## config.mk

```make
export PLATFORM = sky130hd
export DESIGN_NAME = ex_cond_stage
export DESIGN_NICKNAME = d
export VERILOG_FILES = /design/src/rtl/ex_cond_stage_pkg.sv /design/src/rtl/ex_cond_stage_cond_check.sv /design/src/rtl/ex_cond_stage.sv
export SDC_FILE = /design/constraint.sdc
export NUM_CORES = 1
export LEC_CHECK = 0
export CAP_MARGIN = 20
export CORE_AREA = 3 3 55 57
export CTS_BUF_LIST = sky130_fd_sc_hd__clkbuf_16
export CTS_CLUSTER_DIAMETER = 30
export DETAILED_ROUTE_END_ITERATION = 16
export DIE_AREA = 0 0 58 60
export GPL_TIMING_DRIVEN = 0
export PLACE_DENSITY_LB_ADDON = 0.12
export SLEW_MARGIN = 20
export SYNTH_ARGS = -nofsm -noshare
export SYNTH_HDL_FRONTEND = slang
export SYNTH_HIERARCHICAL = 1
export SYNTH_SLANG_ARGS = --single-unit
```

## constraint.sdc

```tcl
create_clock -name clk -period 2.71 [get_ports clk]
set_clock_uncertainty 0.2 [all_clocks]
set_input_delay 0.542 -clock clk [delete_from_list [all_inputs] [get_ports clk]]
set_output_delay 0.542 -clock clk [all_outputs]
set_load 0.01 [all_outputs]
```

## src/rtl/ex_cond_stage_pkg.sv

```systemverilog
// ex_cond_stage_pkg
//   Shared processor definitions used by the execute-stage condition logic:
//   condition-code encodings (instr[31:28]), NZCV bit positions inside the
//   4-bit flags word, and the layout of the E-stage control register together
//   with its bubble value.
package ex_cond_stage_pkg;

  // Condition field encodings, instr[31:28].
  typedef enum logic [3:0] {
    COND_EQ = 4'h0,
    COND_NE = 4'h1,
    COND_CS = 4'h2,
    COND_CC = 4'h3,
    COND_MI = 4'h4,
    COND_PL = 4'h5,
    COND_VS = 4'h6,
    COND_VC = 4'h7,
    COND_HI = 4'h8,
    COND_LS = 4'h9,
    COND_GE = 4'hA,
    COND_LT = 4'hB,
    COND_GT = 4'hC,
    COND_LE = 4'hD,
    COND_AL = 4'hE,
    COND_NV = 4'hF
  } cond_e;

  // Bit positions of the architectural flags inside {N,Z,C,V}.
  localparam int FLAG_N = 3;
  localparam int FLAG_Z = 2;
  localparam int FLAG_C = 1;
  localparam int FLAG_V = 0;

  // Number of independently writable flag groups: {N,Z} and {C,V}.
  localparam int FLAG_HALVES = 2;

  // Control word carried from D into E.
  typedef struct packed {
    logic       pcs;
    logic       reg_w;
    logic       mem_w;
    logic       mem_to_reg;
    logic       branch;
    logic       alu_src;
    logic       no_write;
    logic [3:0] alu_control;
    logic [1:0] flag_w;
    cond_e      cond;
  } ex_ctrl_t;

  // A bubble has every enable cleared and an always-true condition, so it
  // can never write registers, memory, PC or flags.
  localparam ex_ctrl_t EX_BUBBLE = '{
    pcs:         1'b0,
    reg_w:       1'b0,
    mem_w:       1'b0,
    mem_to_reg:  1'b0,
    branch:      1'b0,
    alu_src:     1'b0,
    no_write:    1'b0,
    alu_control: 4'd0,
    flag_w:      2'b00,
    cond:        COND_AL
  };

endpackage

```

## src/rtl/ex_cond_stage_cond_check.sv

```systemverilog
// cond_check
//   Purely combinational evaluation of an instruction's condition field
//   against the architectural flags.
//   Ports:
//     CondE   in  4  condition field of the instruction in E
//     Flags   in  4  architectural flags {N,Z,C,V}
//     CondExE out 1  1 when the instruction is allowed to take effect
module cond_check
  import ex_cond_stage_pkg::*;
(
  input  logic [3:0] CondE,
  input  logic [3:0] Flags,
  output logic       CondExE
);

  logic n_flag;
  logic z_flag;
  logic c_flag;
  logic v_flag;

  assign n_flag = Flags[FLAG_N];
  assign z_flag = Flags[FLAG_Z];
  assign c_flag = Flags[FLAG_C];
  assign v_flag = Flags[FLAG_V];

  always_comb begin
    CondExE = 1'b0;
    case (cond_e'(CondE))
      COND_EQ: CondExE = z_flag;
      COND_NE: CondExE = ~z_flag;
      COND_CS: CondExE = c_flag;
      COND_CC: CondExE = ~c_flag;
      COND_MI: CondExE = n_flag;
      COND_PL: CondExE = ~n_flag;
      COND_VS: CondExE = v_flag;
      COND_VC: CondExE = ~v_flag;
      COND_HI: CondExE = c_flag & ~z_flag;
      COND_LS: CondExE = ~c_flag | z_flag;
      COND_GE: CondExE = (n_flag == v_flag);
      COND_LT: CondExE = (n_flag != v_flag);
      COND_GT: CondExE = ~z_flag & (n_flag == v_flag);
      COND_LE: CondExE = z_flag | (n_flag != v_flag);
      COND_AL: CondExE = 1'b1;
      COND_NV: CondExE = 1'b0;
      default: CondExE = 1'b0;
    endcase
  end

endmodule

```

## src/rtl/ex_cond_stage.sv

```systemverilog
// ex_cond_stage
//   Execute-stage pipeline register plus conditional-execution logic.
//   D-stage controls are captured into the E register every rising edge
//   (hold on StallE, bubble on FlushE, FlushE wins). The instruction in E is
//   gated by its condition against the flags register, and may update the
//   {N,Z} and/or {C,V} halves of the flags at the end of its E cycle.
//   Ports:
//     clk, reset                    clock and asynchronous active-high reset
//     PCSD..NoWriteD, ALUControlD,
//     FlagWD, CondD                 D-stage controls and condition field
//     StallE, FlushE                hazard controls for the E register
//     ALUFlags                      {N,Z,C,V} from the ALU for the E instruction
//     PCSrcE, RegWriteE, MemWriteE,
//     BranchTakenE                  condition-gated write enables
//     MemtoRegE, ALUSrcE,
//     ALUControlE                   ungated pass-through controls
//     CondExE                       condition result for the E instruction
//     FlagsE                        architectural flags {N,Z,C,V}
module ex_cond_stage
  import ex_cond_stage_pkg::*;
(
  input  logic       clk,
  input  logic       reset,
  input  logic       PCSD,
  input  logic       RegWD,
  input  logic       MemWD,
  input  logic       MemtoRegD,
  input  logic       BranchD,
  input  logic       ALUSrcD,
  input  logic       NoWriteD,
  input  logic [3:0] ALUControlD,
  input  logic [1:0] FlagWD,
  input  logic [3:0] CondD,
  input  logic       StallE,
  input  logic       FlushE,
  input  logic [3:0] ALUFlags,
  output logic       PCSrcE,
  output logic       RegWriteE,
  output logic       MemWriteE,
  output logic       BranchTakenE,
  output logic       MemtoRegE,
  output logic       ALUSrcE,
  output logic       CondExE,
  output logic [3:0] ALUControlE,
  output logic [3:0] FlagsE
);

  ex_ctrl_t   d_ctrl;
  ex_ctrl_t   e_reg;
  ex_ctrl_t   e_next;
  logic [3:0] flags_reg;
  logic [3:0] flags_next;
  logic [FLAG_HALVES-1:0] flag_half_we;
  logic       cond_ex;

  // Gather the D-stage controls into one control word.
  always_comb begin
    d_ctrl             = EX_BUBBLE;
    d_ctrl.pcs         = PCSD;
    d_ctrl.reg_w       = RegWD;
    d_ctrl.mem_w       = MemWD;
    d_ctrl.mem_to_reg  = MemtoRegD;
    d_ctrl.branch      = BranchD;
    d_ctrl.alu_src     = ALUSrcD;
    d_ctrl.no_write    = NoWriteD;
    d_ctrl.alu_control = ALUControlD;
    d_ctrl.flag_w      = FlagWD;
    d_ctrl.cond        = cond_e'(CondD);
  end

  always_comb begin
    e_next = d_ctrl;
    if (FlushE) begin
      e_next = EX_BUBBLE;
    end else if (StallE) begin
      e_next = e_reg;
    end
  end

  always_ff @(posedge clk or posedge reset) begin
    if (reset) begin
      e_reg <= EX_BUBBLE;
    end else begin
      e_reg <= e_next;
    end
  end

  cond_check u_cond_check (
    .CondE   (e_reg.cond),
    .Flags   (flags_reg),
    .CondExE (cond_ex)
  );

  // Each flag half is written only by an executing instruction that is
  // leaving E this cycle. While stalled the same instruction will be seen
  // again, so writing now would update the flags twice.
  genvar gi;
  generate
    for (gi = 0; gi < FLAG_HALVES; gi++) begin : g_flag_half
      assign flag_half_we[gi] = e_reg.flag_w[gi] & cond_ex & ~StallE;
      assign flags_next[2*gi +: 2] = flag_half_we[gi] ? ALUFlags[2*gi +: 2]
                                                      : flags_reg[2*gi +: 2];
    end
  endgenerate

  always_ff @(posedge clk or posedge reset) begin
    if (reset) begin
      flags_reg <= 4'b0000;
    end else begin
      flags_reg <= flags_next;
    end
  end

  assign CondExE      = cond_ex;
  assign RegWriteE    = e_reg.reg_w & cond_ex & ~e_reg.no_write;
  assign MemWriteE    = e_reg.mem_w & cond_ex;
  assign PCSrcE       = e_reg.pcs & cond_ex;
  assign BranchTakenE = e_reg.branch & cond_ex;
  assign MemtoRegE    = e_reg.mem_to_reg;
  assign ALUSrcE      = e_reg.alu_src;
  assign ALUControlE  = e_reg.alu_control;
  assign FlagsE       = flags_reg;

endmodule

```

==> summary.log <==
qor: timing.achievable-frequency 0.356 GHz
qor: detailed_routing.detail_route.wirelength.met1 1010 um
qor: power.vdd_drop_max 0.442 mV
qor: yosys.synth_xor_area_frac 0.0323
qor: layout.final_cell_area 1690 um^2
qor: detailed_routing.finalWirelength 2490 um
qor: global_routing.grt-ovfl-total 0
qor: worst_setup_path.worst-r2r-setup-slack 0.26 ns
qor: detailed_routing.routed-wl-met2 1330 um
qor: die.floorplan.die.width 58 um
qor: cts.clockRootBuffer sky130_fd_sc_hd__clkbuf_16
qor: detailed_routing.route.antenna.remaining_nets 0
qor: job.maxCapViolations 0
qor: die.count_of_boundary_i_o_pins 40
qor: timing.relSlewSlack 0.473
qor: cts.tritoncts.num_buffers 3
qor: worst_setup_path.setup.worst_path.start_class register
qor: yosys.synth.mux.area_fraction 0.180
qor: worst_setup_path.critPathArrivalTime 2.07 ns
qor: outcome.run_status finished with violations
qor: yosys.synth_compound_gate_area_share 0.0807
qor: timing.hold_viol_final 0
qor: detailed_routing.routed.top_layer met4
qor: cts.ctsHoldBuffers 0
qor: global_routing.grt_max_degree 22
qor: yosys.synth-seq-cells 21
qor: yosys.distinct_cell_type_count_of_the_synthesized_netlist 29
qor: timing.final.setup.worst_slack -0.102 ns
qor: yosys.netlist.top_cell.by_area sky130_fd_sc_hd__dfrtp_1
qor: global_routing.via_count_of_the_first_global_routing_pass 965
qor: yosys.netlist_top_cells_area sky130_fd_sc_hd__dfrtp_1 42%, sky130_fd_sc_hd__mux2i_1 14%, sky130_fd_sc_hd__dfstp_2 7.3%
qor: detailed_routing.route.vias.total 894
qor: yosys.synth_sequential_area_ratio 0.488
qor: power.power.density_cell_area 656 nW/um^2
qor: timing.max_slew.worst_pin.slew 0.789 ns
qor: timing.grt_setup_unrepaired true
qor: yosys.synthCells 98
qor: yosys.netlist_area 1080 um^2
qor: cts.cts_sinks 21
qor: global_routing.global_route.usage.total 0.159
qor: die.start_util 0.430
qor: worst_hold_path.hp-class reg -> reg
qor: cts.clk_pin_slew 0.06 ns
qor: power.p_leak 0.793 nW
qor: layout.final_net_count 173
qor: power.power.total 1.11 mW
qor: placement.detailedPlacementHpwl 1720 um
qor: detailed_routing.drt_first_iter_violations 37
qor: worst_setup_path.critical_path.endpoint_type primary output
qor: die.die_height 60 um
qor: worst_setup_path.worstSetupPathType reg -> out
qor: layout.largest_register_ffs 11
qor: worst_setup_path.worstPathMaxFanout 8
qor: layout.antenna_cells_inserted 0
qor: yosys.combinational_family_with_the_most_area_after_synthesis multiplexers
qor: placement.portBuffers 38
qor: die.core_area 2520 um^2
qor: timing.slew_violations 0
qor: yosys.mappedNetlistNets 123
qor: timing.crit_path_time_final 2.81 ns
qor: layout.num-fill-cells 206
qor: detailed_routing.detail_route_met3_wl 109 um
qor: yosys.synth_fa_ha_area_frac 0
qor: yosys.yosys_warnings 6
qor: layout.final_core_util 0.670
qor: outcome.failing_checks setup timing
qor: global_routing.grt_pass1_wl 4240 um
qor: detailed_routing.wl_per_cell 14.0 um
qor: layout.flow.area_growth_from_synthesis 55.8%
qor: detailed_routing.detail_route.first_pass.iterations 4
qor: cts.clk_path_buf_depth 2
qor: placement.place_congestion 0.677
qor: timing.report.final.setup_viol 5
qor: placement.place_ws -0.624 ns
qor: yosys.avgSynthCellArea 11.1 um^2
qor: cts.tritoncts done
qor: yosys.synth_simple_gate_area_frac 0.136
qor: timing.period_share 1.04
qor: die.core.rowCount 18
qor: layout.drive_above_1_share 0.265
qor: yosys.post-synth-top-area-fraction 0.415
qor: global_routing.antenna_found_initial 0
qor: die.floorplan.die_area 3480 um^2
qor: cts.clock_latency 0.25 ns
qor: detailed_routing.drcViolationCount 0
qor: detailed_routing.avgViaCountPerCell 5.05
qor: cts.cts_max_level 1
qor: placement.place_area 1500 um^2
qor: worst_setup_path.worstPathRequired 1.97 ns
-- power breakdown --
| group | switching (mW) | internal (mW) | leakage, nW | total, mW |
|---|---|---|---|---|
| logic | 0.159 | 0.236 | 0.485 | 0.395 |
| registers | 0.0549 | 0.357 | 0.266 | 0.412 |
| clock network | 0.107 | 0.196 | 0.0423 | 0.303 |
| total | 0.320 | 0.789 | 0.793 | 1.11 |
-- worst paths after layout --
kind | from | endpoint | depth (start not counted)
max in group asynchronous | reset | e_reg[5]$_DFFE_PP0P_ | 2
worst min register to register | e_reg[16]$_DFFE_PP0P_ | e_reg[16]$_DFFE_PP0P_ | 2
worst min-delay path | e_reg[16]$_DFFE_PP0P_ | e_reg[16]$_DFFE_PP0P_ | 2
worst max register to register | e_reg[0]$_DFFE_PP0P_ | FlagsE[1]$_DFFE_PP0P_ | 10
worst max-delay path | e_reg[0]$_DFFE_PP0P_ | BranchTakenE | 9
min in group asynchronous | reset | e_reg[15]$_DFFE_PP0P_ | 2
-- stage by stage --
step | std cells | hold WS, ns | TNS, ns
2_1_floorplan | 98 | 0.281 | 0
3_3_place_gp | 166 | 0.298 | -2.62
3_5_place_dp | 166 | 0.310 | -3.00
4_1_cts | 173 | 0.324 | -0.750
5_1_grt | 177 | 0.357 | -0.958
6_report | 177 | 0.321 | -0.442
-- cell usage in the layout, fill, tap and decap left out, types with 2 or more instances in the layout --
| cell | netlist | routed |
|---|---|---|
| sky130_fd_sc_hd__dfrtp_1 | 18 | 18 |
| sky130_fd_sc_hd__a211o_1 | 3 | 3 |
| sky130_fd_sc_hd__buf_6 | 1 | 4 |
| sky130_fd_sc_hd__dfstp_2 | 3 | 3 |
| sky130_fd_sc_hd__nand3b_1 | 2 | 2 |
| sky130_fd_sc_hd__buf_2 | 2 | 6 |
| sky130_fd_sc_hd__and2_1 | 3 | 3 |
| sky130_fd_sc_hd__mux2i_1 | 15 | 15 |
| sky130_fd_sc_hd__nor2b_1 | 3 | 2 |
| sky130_fd_sc_hd__a21oi_1 | 3 | 2 |
| sky130_fd_sc_hd__clkdlybuf4s50_1 | 0 | 33 |
| sky130_fd_sc_hd__nor2_1 | 17 | 15 |
| sky130_fd_sc_hd__xor2_1 | 3 | 2 |
| sky130_fd_sc_hd__mux2_1 | 4 | 4 |
| sky130_fd_sc_hd__inv_1 | 2 | 3 |
| sky130_fd_sc_hd__clkbuf_16 | 0 | 3 |
| sky130_fd_sc_hd__buf_4 | 5 | 11 |
-- synth_stat cells --
cell	number
sky130_fd_sc_hd__a2111oi_1	1
sky130_fd_sc_hd__a211o_1	3
sky130_fd_sc_hd__a211oi_1	1
sky130_fd_sc_hd__a21oi_1	3
sky130_fd_sc_hd__a311oi_1	1
sky130_fd_sc_hd__and2_1	3
sky130_fd_sc_hd__and2b_1	1
sky130_fd_sc_hd__buf_12	1
sky130_fd_sc_hd__buf_2	2
sky130_fd_sc_hd__buf_4	5
sky130_fd_sc_hd__buf_6	1
sky130_fd_sc_hd__clkbuf_1	1
sky130_fd_sc_hd__dfrtp_1	18
sky130_fd_sc_hd__dfstp_2	3
sky130_fd_sc_hd__inv_1	2
sky130_fd_sc_hd__mux2_1	4
sky130_fd_sc_hd__mux2i_1	15
sky130_fd_sc_hd__nand2_1	1
sky130_fd_sc_hd__nand2b_1	1
sky130_fd_sc_hd__nand3b_1	2
sky130_fd_sc_hd__nor2_1	17
sky130_fd_sc_hd__nor2b_1	3
sky130_fd_sc_hd__nor3_1	1
sky130_fd_sc_hd__nor4b_1	1
sky130_fd_sc_hd__o21ai_0	1
sky130_fd_sc_hd__o22a_1	1
sky130_fd_sc_hd__o22ai_1	1
sky130_fd_sc_hd__xnor2_1	1
sky130_fd_sc_hd__xor2_1	3
-- layout make-up --
type | count | area (um^2) | area share
buffer | 9 | 82.6 | 0.0489
clock buffer | 3 | 75.1 | 0.0444
clock inverter | 1 | 3.75 | 0.00222
inverter | 2 | 7.51 | 0.00444
multi-input combinational | 65 | 529 | 0.313
sequential | 21 | 529 | 0.313
tap | 30 | 37.5 | 0.0222
timing repair buffer | 46 | 425 | 0.252
-- critical path, cell delays in order (launching register included) --
cell                       delay (ns)
sky130_fd_sc_hd__dfrtp_1         0.39
sky130_fd_sc_hd__buf_6           0.15
sky130_fd_sc_hd__xor2_1          0.17
sky130_fd_sc_hd__a21oi_2         0.20
sky130_fd_sc_hd__nor3_2          0.06
sky130_fd_sc_hd__a311oi_2        0.28
sky130_fd_sc_hd__o22ai_2         0.11
sky130_fd_sc_hd__buf_6           0.17
sky130_fd_sc_hd__and2_1          0.15
sky130_fd_sc_hd__buf_2           0.13
-- timing repair --
action	in CTS	in global routing
setup endpoints to repair	9	5
resized for setup	16	21
buffers inserted	5	4
endpoints found under the hold margin	0	0
pin swaps	4	9
-- routing by layer --
layer / up-vias / global-route usage
met5: - / 0
met4: 0 / 0.0397
met3: 4 / 0.0302
met2: 23 / 0.287
met1: 440 / 0.195
li1: 427 / -
-- cells by family after synthesis --
group	count (synthesis)
AND/OR/NAND/NOR	30
XOR/XNOR	4
multiplexers	19
buffers and inverters	12
flip-flops	21
AO/OA/AOI/OAI	12
Note: power is estimated with default switching activity, not from simulation.
==> RTL change 1: new RTL, same settings <==
Make the reset (`reset`) synchronous in 2 clocked blocks. Comments in the files are not updated.
--- a/src/rtl/ex_cond_stage.sv
+++ b/src/rtl/ex_cond_stage.sv
@@ -77,7 +77,7 @@
     end
   end
 
-  always_ff @(posedge clk or posedge reset) begin
+  always_ff @(posedge clk) begin
     if (reset) begin
       e_reg <= EX_BUBBLE;
     end else begin
@@ -103,7 +103,7 @@
     end
   endgenerate
 
-  always_ff @(posedge clk or posedge reset) begin
+  always_ff @(posedge clk) begin
     if (reset) begin
       flags_reg <= 4'b0000;
     end else begin
Formal check against the unedited RTL: differs if reset is asserted again (counterexample within 4 cycles, from zero or initial values and one cycle with reset high); with reset held inactive, the same outputs for 10 cycles.
==> RTL change 1 against the original RTL <==
- sequential cell count unchanged
- synthesized area decreased by 4.6%
- routed wire length decreased by 3.5%
- global-route usage decreased by 1.2 points
- cell area decreased by 6.2%
- core utilization decreased by 4.2 points
- synthesized cell count increased by 10%
- worst setup slack improved by 120 ps
- highest routed layer unchanged
Power is not compared: it rests on default switching activity, and its combinational part moved more than twofold at a synthesized area within 25%.
==> RTL change 1: results (changes against the original RTL) <==
Logic synthesis
  – Post-synthesis sequential area ratio: 40.6% (-8.2 points)
  – Top post-synthesis cells by area: dfxtp_1 (41%), mux2i_1 (21%), nor2_1 (6.2%), nand2b_1 (5.4%), buf_4 (5.1%)
  – Post-Syn Nets: 133 (+8.1%)
  – Syn Area/Cell: 9.58 um^2 (-13%)
  – Asr flop ratio synth: 0% (-100 points)
  – Distinct cells, synth: 25 (-14%)
  – Most used DFF post-synth: dfxtp_1
  – Post-synth top cells: mux2i_1 (22), dfxtp_1 (21), nor2_1 (17), nand2b_1 (9), buf_4 (7)

Place
  – Port buffer count: 37 (-2.6%)
  – Post-DP Area: 0.00144 mm^2 (-4.0%)
  – Final GP Congestion: 0.705 (+4.1%)
  – Placed instance count: 175 (+5.4%)
  – DP Worst Slack: -564 ps (+59.9 ps)
  – DPL Wire Length: 1.67 mm (-2.7%)

Global route
  – Largest net degree at the start of global routing: 14 (-36%)
  – GRT Overall Usage: 14.7% (-1.2 points)
  – Vias in the first global route: 893 (-7.5%)
  – First-pass GRT wire length: 3.90 mm (-8.0%)

Finish
  – Clock buf/inv share: 5.21% (+0.55 points)
  – Fraction of area in multi-input gates: 36.0% (+4.7 points)
  – Fill count: 236 (+15%)
  – Sequential share of cell area: 27.4% (-3.9 points)
  – Max FFs per register: 11 (unchanged)
  – Non-clk buf share: 28.8% (-1.2 points)
  – Sequential Area: 434 um^2 (-18%)
  – Multi-input gates: 75 (+15%)
  – Antenna diodes: 0 (unchanged)
  – Layout cell share with drive strength beyond 1: 23.3% (-3.2 points)
  – Inverter count: 1 (-1)
  – Buffers excl. clock: 49 (-11%)
  – CLK BUF: 3 (unchanged)
  – Count of flip-flops and latches: 21 (unchanged)

Clock tree
  – Root buffer cell: clkbuf_16
  – CTS buffer count: 3 (unchanged)
  – CTS H-tree lvls: 1 (unchanged)

Setup path
  – CP peak stage delay: 370 ps (-20 ps)
  – Crit path DAT: 1950 ps (-120 ps)
  – Worst Reg-to-Reg Cells: 9 (-1)
  – CP startpoint: FlagsE[0]
  – Reg2reg end: FlagsE[3]
  – Critical-path top delay cell: dfxtp_4
  – Crit path to: RegWriteE
  – CP max FO: 6 (-2)
  – Reg2reg setup slack: 470 ps (+210 ps)

Floorplanning
  – Core ar.: 0.00252 mm^2 (unchanged)

Min path
  – Hold path startpoint: e_reg[4]
  – HP Class: reg -> reg

Timing
  – Setup WS post-layout: 22.3 ps (+125 ps)
  – Worst Max-Slew Pin Slew: 349 ps (-440 ps)

Pwr
  – Peak supply drop: 0.000669 V

Routing
  – 1st-iter DRT viols: 14 (-62%)
  – Total wire length: 2.40 mm (-3.5%)
  – Post-route ant nets: 0 (unchanged)
  – Via density: 4.87 (-3.5%)
  – Wire per inst: 13.3 um (-5.1%)

Outcome
  – Status: completed
[RTL change 1: cell types whose count changed after synthesis, sizes merged, moves of 4 or more]
cell,delta
mux2,-4
nand2b,+8
dfrtp,-18
dfxtp,+21
mux2i,+7
[RTL change 1: worst min path at each step]
stage	cells past startpoint	end	slack [ps]
finish	2	e_reg[4]	290
CTS	2	e_reg[14]	300
global route	2	e_reg[4]	320
detailed placement	2	e_reg[1]	270
global placement	2	e_reg[1]	260
floorplan	2	e_reg[1]	240
[RTL change 1: report_power, final]
part	leakage (nW)	switching, mW	total (mW)	internal [mW]
Sequential	0.173	0.00900	0.325	0.316
Combinational	0.460	0.0418	0.117	0.0750
Clock	0.0371	0.115	0.315	0.200
[RTL change 1: routing by layer]
| metal | part of all wire (%) | global-route usage (%) | wire, um | vias up |
|---|---|---|---|---|
| met5 | 0 | 0 | 0 | - |
| met4 | 0.38 | 1.99 | 9 | 0 |
| met3 | 7.5 | 5.40 | 181 | 2 |
| met2 | 52 | 27.1 | 1240 | 29 |
| met1 | 40 | 16.5 | 969 | 402 |
| li1 | - | - | - | 444 |
[RTL change 1: timing repair]
item,4_1_cts,5_1_grt
pin swaps,4,9
setup endpoints to repair,5,5
gates resized for setup,23,15
hold buffers,0,0
buffers inserted,3,0
endpoints found under the hold margin,0,0
[RTL change 1: tightest hold or removal path: stages, from the launching register on]
cell and delay (ps):
dfxtp_1 320, mux2i_1 80, nor2_2 70
[RTL change 1: cells by family after synthesis]
group                  after synthesis  synth area share (%)
AND/OR/NAND/NOR                     40                  19.7
multiplexers                        22                  21.3
flip-flops                          21                  40.6
XOR/XNOR                             4                  3.39
buffers and inverters               12                  9.07
AO/OA/AOI/OAI                        9                  5.93
==> RTL change 2: new RTL, same settings <==
Made on the original files. Register the output `FlagsE` once more, cleared by the reset; this adds one clock of latency there. The other outputs are not delayed to match.
--- a/src/rtl/ex_cond_stage.sv
+++ b/src/rtl/ex_cond_stage.sv
@@ -119,7 +119,13 @@
   assign MemtoRegE    = e_reg.mem_to_reg;
   assign ALUSrcE      = e_reg.alu_src;
   assign ALUControlE  = e_reg.alu_control;
-  assign FlagsE       = flags_reg;
+  always_ff @(posedge clk or posedge reset) begin
+    if (reset) begin
+      FlagsE <= '0;
+    end else begin
+      FlagsE <= flags_reg;
+    end
+  end
 
 endmodule
 
Behaviour: not the same (a bounded check fails within 4 cycles, from zero or initial values and one cycle with reset high).
==> RTL change 2 against the original RTL <==
- the run still ends with negative setup slack left
- synthesized area increased by 9.2%
- die area unchanged
- power increased by 13%
- sequential cell count increased by 4
- cell area increased by 6.3%
- worst setup slack got worse by 58 ps
- critical path depth decreased by 1
- routed wire length increased by 5.2%
- critical path type unchanged
==> RTL change 2: results (changes against the original RTL) <==
Outcome
  – Status: finished, violations left
  – Failing checks: negative setup slack

Setup path
  – Crit path DAT: 2130 ps (+60 ps)
  – CP peak stage delay: 610 ps (+220 ps)
  – Worst Reg-to-Reg Cells: 8 (-2)
  – Reg2reg end: flags_reg[1]
  – Critical-path top delay cell: dfstp_2
  – RR Startpoint: e_reg[1]
  – CP max FO: 6 (-2)

Timing
  – Rel. slew slack: 37.4% (-10 points)
  – Setup WS post-layout: -161 ps (-58.3 ps)
  – Fin Hold WS: 297 ps (-24.4 ps)
  – Final setup vio count: 5 (unchanged)
  – Total negative slack: -517 ps (-74.6 ps)

Logic synthesis
  – Mux cell area share after synthesis: 16.5% (-1.5 points)
  – Post-synthesis xor/xnor area fraction: 2.96% (-0.27 points)
  – Top post-synthesis cells by area: dfrtp_1 (46%), mux2i_1 (13%), dfstp_2 (6.7%), nor2_1 (5.4%), mux2_1 (3.8%)
  – Post-synthesis sequential area ratio: 53.1% (+4.3 points)
  – Syn Area/Cell: 11.6 um^2 (+4.9%)
  – Post-synth top cells: dfrtp_1 (22), nor2_1 (17), mux2i_1 (15), buf_4 (5), mux2_1 (4)
  – Post-Syn Nets: 127 (+3.3%)
  – Compound-gate portion of the synthesized area: 7.39% (-0.68 points)

Routing
  – Wire per inst: 14.3 um (+1.7%)
  – Met2 wire length: 1.42 mm (+6.6%)
  – Met3 wire length: 127 um (+17%)
  – Via density: 5.10 (+0.94%)
  – Met1 wire length: 1.03 mm (+1.5%)
  – 1st-iter DRT viols: 18 (-51%)

Clock tree
  – Clock sinks: 25 (+19%)
  – Deepest clock path buffer count: 2 (unchanged)
  – Root buffer cell: clkbuf_16

Pwr
  – P_leak: 0.835 nW (+5.3%)
  – Peak supply drop: 0.000565 V (+28%)

Global route
  – Met2 GRT Util: 31.6% (+2.9 points)
  – GR Util met1: 18.6% (-0.93 points)
  – GRT Overall Usage: 17.0% (+1.1 points)
  – First-pass GRT wire length: 4.37 mm (+3.3%)

Finish
  – Post-route core utilization: 71.2% (+4.2 points)
  – Buffers excl. clock: 57 (+3.6%)
  – Final Instance Count excl. Fillers: 183 (+3.4%)
  – Fill count: 201 (-2.4%)
  – Clock buf/inv share: 4.60% (-0.067 points)
  – Area Growth Syn to Fin: 51.6%
  – Sequential share of cell area: 35.1% (+3.8 points)
  – Layout cell share with drive strength beyond 1: 26.8% (+0.27 points)
  – Sequential Area: 631 um^2 (+19%)
  – Non-clk buf share: 29.6% (-0.46 points)

Place
  – Final GP Congestion: 0.716 (+5.7%)
  – DP Worst Slack: -543 ps (+81.5 ps)
  – Placed instance count: 170 (+2.4%)
  – Post-DP Area: 0.00160 mm^2 (+6.7%)

Min path
  – Hold endpoint: FlagsE[1]
  – Hold path startpoint: flags_reg[1]
  – Worst hold stages: 0 (-2)
## RTL change 2: cell count changes after synthesis
cell / change
dfrtp_1: +4
## RTL change 2: power breakdown
part / leakage, nW / internal (mW) / switching (mW)
logic: 0.486 / 0.252 / 0.163
registers: 0.313 / 0.441 / 0.0560
clock network: 0.0371 / 0.200 / 0.136
total: 0.835 / 0.894 / 0.355
## RTL change 2: worst max-delay path by stage
stage | start | end | slack (ps) | depth (start not counted)
2_1_floorplan | e_reg[1] | RegWriteE | 90 | 7
3_3_place_gp | e_reg[1] | RegWriteE | -500 | 8
3_5_place_dp | e_reg[1] | RegWriteE | -540 | 8
4_1_cts | e_reg[1] | MemWriteE | -180 | 8
5_1_grt | flags_reg[3] | MemWriteE | -280 | 9
6_report | e_reg[1] | MemWriteE | -160 | 8
## RTL change 2: what timing repair did
action                                  4_1_cts  5_1_grt
hold buffers                                  0        0
endpoints found under the setup margin        5        5
endpoints found under the hold margin         0        0
pin swaps                                     8        3
gates resized for setup                      25        9
setup buffers                                10        1
